$ cat src/rtl/pe_pkg.sv
// pe_pkg: shared packet layout, widths and FSM states for the PE controller
// Exports: pkt_t (ptype/dest/src/data), PKT_W, DATA_W, NODE_W,
//          TYPE_FILTER, TYPE_IFMAP, TYPE_PSUM, state_t
package pe_pkg;
  localparam int PKT_W = 33;
  localparam int DATA_W = 24;
  localparam int NODE_W = 4;
  localparam logic TYPE_FILTER = 1'b0;
  localparam logic TYPE_IFMAP = 1'b1;
  localparam logic TYPE_PSUM = 1'b1;
  typedef struct packed {
    logic ptype;
    logic [NODE_W-1:0] dest;
    logic [NODE_W-1:0] src;
    logic [DATA_W-1:0] data;
  } pkt_t;
  typedef enum logic [1:0] {ST_LOAD, ST_COMPUTE, ST_DRAIN, ST_SEND} state_t;
endpackage

$ cat src/rtl/pe_cnt.sv
// pe_cnt: saturating up-counter with synchronous clear
// Ports: clk, rst_n (sync active-low), clr (priority over inc), inc,
//        cnt (current value), full (cnt == MAX, further inc ignored)
module pe_cnt #(
  parameter int W = 3,
  parameter int MAX = 5
) (
  input  logic         clk,
  input  logic         rst_n,
  input  logic         clr,
  input  logic         inc,
  output logic [W-1:0] cnt,
  output logic         full
);
  logic [W-1:0] cnt_q, cnt_d;
  assign full = cnt_q == W'(MAX);
  assign cnt_d = clr ? '0 : (inc && !full) ? cnt_q + W'(1) : cnt_q;
  assign cnt = cnt_q;
  always_ff @(posedge clk) begin
    cnt_q <= !rst_n ? '0 : cnt_d;
  end
endmodule

$ cat src/rtl/pe_ctrl.sv
// pe_ctrl: processing-element controller loading filter/ifmap words, sequencing the MAC and emitting psum packets
// Ports: clk, rst_n (sync active-low)
//        in_valid/in_ready/in_pkt   : packet input (type 0 filter, type 1 ifmap)
//        filt_we/addr/wdata         : filter memory write port
//        ifmap_we/addr/wdata        : ifmap memory write port
//        mac_en/mac_clr/mac_addr    : MAC sequencing, psum_in is the MAC result
//        out_valid/out_ready/out_pkt: psum packet output
//        busy                       : high whenever not in LOAD
module pe_ctrl
  import pe_pkg::*;
#(
  parameter int FILT_LEN = 5,
  parameter int NUM_OUT = 3,
  parameter logic [NODE_W-1:0] SRC_ID = 4'b0011,
  parameter logic [NODE_W-1:0] DEST_ID = 4'b1101
) (
  input  logic              clk,
  input  logic              rst_n,
  input  logic              in_valid,
  output logic              in_ready,
  input  logic [PKT_W-1:0]  in_pkt,
  output logic              filt_we,
  output logic [2:0]        filt_addr,
  output logic [DATA_W-1:0] filt_wdata,
  output logic              ifmap_we,
  output logic [2:0]        ifmap_addr,
  output logic [DATA_W-1:0] ifmap_wdata,
  output logic              mac_en,
  output logic              mac_clr,
  output logic [2:0]        mac_addr,
  input  logic [DATA_W-1:0] psum_in,
  output logic              out_valid,
  input  logic              out_ready,
  output logic [PKT_W-1:0]  out_pkt,
  output logic              busy
);
  localparam int OUT_W = $clog2(NUM_OUT + 1);
  state_t state_q, state_d;
  pkt_t pkt;
  logic [2:0] filt_cnt, ifmap_cnt, tap_cnt;
  logic filt_full, ifmap_full, tap_last;
  logic [OUT_W-1:0] out_cnt_q, out_cnt_d;
  logic [DATA_W-1:0] psum_q, psum_d;
  logic in_load, in_comp, in_drain, in_send, fire_in, fire_out, retire;
  logic unused_hdr;
  assign pkt = pkt_t'(in_pkt);
  assign unused_hdr = ^{pkt.dest, pkt.src};
  // state decodes are gated by rst_n so every strobe is low while reset is held
  assign in_load = rst_n && state_q == ST_LOAD;
  assign in_comp = rst_n && state_q == ST_COMPUTE;
  assign in_drain = rst_n && state_q == ST_DRAIN;
  assign in_send = rst_n && state_q == ST_SEND;
  // ready follows the presented packet type, so a full memory stalls only its own type
  assign in_ready = in_load && (pkt.ptype == TYPE_FILTER ? !filt_full : !ifmap_full);
  assign fire_in = in_valid && in_ready;
  assign filt_we = fire_in && pkt.ptype == TYPE_FILTER;
  assign ifmap_we = fire_in && pkt.ptype == TYPE_IFMAP;
  assign filt_addr = filt_cnt;
  assign ifmap_addr = ifmap_cnt;
  assign filt_wdata = pkt.data;
  assign ifmap_wdata = pkt.data;
  assign mac_en = in_comp;
  assign mac_clr = in_comp && tap_cnt == 3'd0;
  assign mac_addr = tap_cnt;
  assign out_valid = in_send;
  assign out_pkt = in_send ? {TYPE_PSUM, DEST_ID, SRC_ID, psum_q} : '0;
  assign busy = rst_n && state_q != ST_LOAD;
  assign fire_out = in_send && out_ready;
  // the last output for this filter frees the filter memory for a new load
  assign retire = fire_out && out_cnt_q == OUT_W'(NUM_OUT - 1);
  pe_cnt #(.W(3), .MAX(FILT_LEN)) u_filt_cnt (
    .clk(clk), .rst_n(rst_n), .clr(retire), .inc(filt_we), .cnt(filt_cnt), .full(filt_full)
  );
  pe_cnt #(.W(3), .MAX(FILT_LEN)) u_ifmap_cnt (
    .clk(clk), .rst_n(rst_n), .clr(fire_out), .inc(ifmap_we), .cnt(ifmap_cnt), .full(ifmap_full)
  );
  // tap index wraps to 0 on its last COMPUTE cycle, ready for the next output
  pe_cnt #(.W(3), .MAX(FILT_LEN - 1)) u_tap_cnt (
    .clk(clk), .rst_n(rst_n), .clr(in_comp && tap_last), .inc(in_comp), .cnt(tap_cnt), .full(tap_last)
  );
  always_comb begin
    state_d = state_q;
    case (state_q)
      ST_LOAD:    state_d = (filt_full && ifmap_full) ? ST_COMPUTE : ST_LOAD;
      ST_COMPUTE: state_d = tap_last ? ST_DRAIN : ST_COMPUTE;
      ST_DRAIN:   state_d = ST_SEND;
      ST_SEND:    state_d = out_ready ? ST_LOAD : ST_SEND;
      default:    state_d = ST_LOAD;
    endcase
    out_cnt_d = retire ? '0 : fire_out ? out_cnt_q + OUT_W'(1) : out_cnt_q;
    psum_d = in_drain ? psum_in : psum_q;
  end
  always_ff @(posedge clk) begin
    if (!rst_n) begin
      state_q <= ST_LOAD;
      out_cnt_q <= '0;
      psum_q <= '0;
    end else begin
      state_q <= state_d;
      out_cnt_q <= out_cnt_d;
      psum_q <= psum_d;
    end
  end
endmodule
$ cat config.mk
export PLATFORM = sky130hd
export DESIGN_NAME = pe_ctrl
export DESIGN_NICKNAME = d
export VERILOG_FILES = /design/src/rtl/pe_pkg.sv /design/src/rtl/pe_cnt.sv /design/src/rtl/pe_ctrl.sv
export SDC_FILE = /design/constraint.sdc
export NUM_CORES = 1
export LEC_CHECK = 0
export BUFFER_PORTS_ARGS = -buffer_cell sky130_fd_sc_hd__buf_4
export CORE_UTILIZATION = 30
export DETAILED_ROUTE_END_ITERATION = 8
export PLACE_DENSITY = 0.62
export SLEW_MARGIN = 20
export SYNTH_ARGS = -nofsm -noshare
export SYNTH_HDL_FRONTEND = slang
export SYNTH_SLANG_ARGS = --single-unit
$ cat constraint.sdc
create_clock -name clk -period 1.06 [get_ports clk]
set_input_delay 0.106 -clock clk [delete_from_list [all_inputs] [get_ports clk]]
set_output_delay 0.106 -clock clk [all_outputs]
set_load 0.05 [all_outputs]
==> results.ini <==
[synthesis]
yosys-top-cells-area=dfxtp_1, buf_4, nand2_1
ys_types=39
synth_edf_count=0
ys_warn_count=0
synth.cell_area_um2=2280
ys_seq_area_share_pct=32.5
async_flop_share_pct=0
synth_top_area_share_pct=32.5
syn_area_per_cell_um2=8.17
ys_ff_latch=37
synth_cells=279
synthFlopType=dfxtp_1
synth_largest_area_cell=dfxtp_1

[placement]
routabilityCongestion=0.782
dp_cells=411
io_buffers=74
dpl.hpwl_um=3650
place_area_um2=2910

[drt]
viasPerCell=4.55
avgRoutedWirePerCell_um=15.0
wl_um=6680
drc_errors=0
first_pass_iters=4
ant_nets=0
drt_iter0_markers=64
vias=2020

[power_and_ir_drop]
p_int_uw=2210
vdd_ir_drop_max_v=0.000485
swShare_pct=25.3
switchingPower_uw=748
clockPowerShare_pct=37.1
pwr_density_cell_nw_per_um2=716
seq_power_share_pct=47.3
combPwrFrac_pct=15.6
p_leak_uw=0.00169

[finish]
stdcell_area_um2=4130
final_nets=413
antenna_cells=0
area_growth_pct=81.2
final-instance-count-excl-fill=444
layout_commonest_cell=buf_4
final_layout_size_suffix_gt1_share_pct=75.1
final_cell_mix=buf_4, buf_8, buf_6

[setup_path]
setup.worst_path.class=flop to primary output
cp_max_fo=2
crit_arrival_ns=1.45
critPathLaunchType=flop
cp-end-kind=primary output
critPathRequiredTime_ns=0.95

[clock_network]
cts_hold_buf=0
cts_tree=yes
cts_sinks=37
root_buffer=clkbuf_8
clk_pin_slew_ns=0.08
clk_latency_ns=0.29
clk_path_buf_depth=2
htreeDepth=2
cts_buffers=5

[timing]
drv_slew=0
setup_violations=74
fmax_mhz=643
rsz0062_at_grt=yes
layout_min_cycle_time_ns=1.56
period_share_pct=147
skew_ns=0.00802
final_hold_viol_count=0
worst_slack_ns=-0.496

[global_routing]
track_usage_pct=17.2
grt-ovfl-total=0
grt_pass1_wl_um=10100
antenna_found_initial=0
grt_pass1_vias=2088
grt_max_degree=15

[run_status]
failed_checks=setup timing
outcome=complete, but fails checks

[floorplanning]
die_w_um=89.2
core_um2=7290
core.rowCount=31
io_pins=158
initial_utilization_pct=31.3
die_area_um2=7950
chipHeight_um=89.2

[job]
maxCapViolCount=0

[hold_path]
hold_path.class=primary input to flop

==> cell families after synthesis <==
| kind of cell | Yosys count | synth area share (%) |
|---|---|---|
| DFF | 37 | 32.5 |
| and+or+nand+nor | 111 | 25.4 |
| muxes | 2 | 0.878 |
| buffers and inverters | 78 | 23.4 |
| other | 1 | 0.164 |
| adders and majority gates | 7 | 3.84 |
| AOI/OAI and AO/OA | 43 | 13.8 |
==> path summary, 6_finish.rpt <==
path / start / end / slack (ns) / depth (start not counted)
hold reg to reg: psum_q[11] / psum_q[11] / 0.46 / 2
setup / recovery: u_filt_cnt.cnt[1] / filt_we / -0.50 / 7
setup reg to reg: state_q[0] / psum_q[23] / -0.35 / 8
hold / removal: psum_in[3] / psum_q[3] / 0.05 / 3
==> synth_stat cells (2+ instances only) <==
| library cell | n |
|---|---|
| a211oi_2 | 2 |
| a21boi_0 | 22 |
| a21boi_1 | 7 |
| a21oi_1 | 5 |
| a31oi_1 | 3 |
| and2_1 | 25 |
| buf_2 | 6 |
| buf_4 | 60 |
| clkbuf_1 | 4 |
| dfxtp_1 | 37 |
| ha_1 | 7 |
| inv_1 | 6 |
| mux2i_1 | 2 |
| nand2_1 | 60 |
| nand2b_1 | 2 |
| nand3_1 | 4 |
| nor2b_1 | 2 |
| nor3_1 | 2 |
| or3_1 | 3 |
==> power by group through the flow <==
| stage | Combinational [µW] | Clock [µW] | Sequential [µW] |
|---|---|---|---|
| floorplan | 650 | 0 | 1480 |
| global placement | 367 | 0 | 1430 |
| detailed placement | 369 | 0 | 1440 |
| CTS | 412 | 1140 | 1400 |
| global route | 489 | 1210 | 1400 |
| finish | 461 | 1100 | 1400 |
==> layer usage <==
layer	vias to the layer above	wire length [µm]	share of wire (%)	global-route usage (%)
li1	977	-	-	-
met2	74	3660	55	33.9
met1	954	2520	38	17.4
met5	-	0	0	0
met3	15	405	6.1	4.16
met4	0	99	1.5	5.92
==> flip-flops by register name, indices dropped and copies added, names as in the netlist <==
signal,cells
u_tap_cnt.cnt,3
u_filt_cnt.cnt,3
u_ifmap_cnt.cnt,3
state_q,2
out_cnt_q,2
psum_q,24
==> worst max-delay path: stages (launching register included) <==
cell and delay (ns):
dfxtp_4 0.35, inv_2 0.04, ha_4 0.16, a21oi_4 0.13, buf_4 0.12, buf_6 0.08
and2_4 0.14, buf_8 0.14
==> timing repair <==
item,CTS,global route
pin swaps,42,39
setup endpoints to repair,80,79
setup buffers,14,9
gates cloned,7,1
resized for setup,168,63
==> per-stage QoR <==
stage	hold slack [ns]	setup TNS (ns)	setup WS (ns)	total power, µW	utilization [%]
after floorplan	0.241	-6.04	-0.560	2130	-
after global placement	0.213	-7.05	-0.213	1800	39.8
after detailed placement	0.213	-8.57	-0.227	1800	39.8
after CTS	0.0447	-22.03	-0.533	2950	53.1
after global routing	0.0469	-28.27	-0.556	3100	56.6
final	0.0541	-24.20	-0.496	2960	56.6
==> layout make-up <==
type	count	area [µm²]
fillers	624	3160
repair buffers	129	1630
multi-input cells	166	1480
flip-flops and latches	37	776
well taps	99	124
clock buffers	6	93.8
inverters	6	22.5
clock inverters	1	5.00
Power figures use the tool's default switching activity.
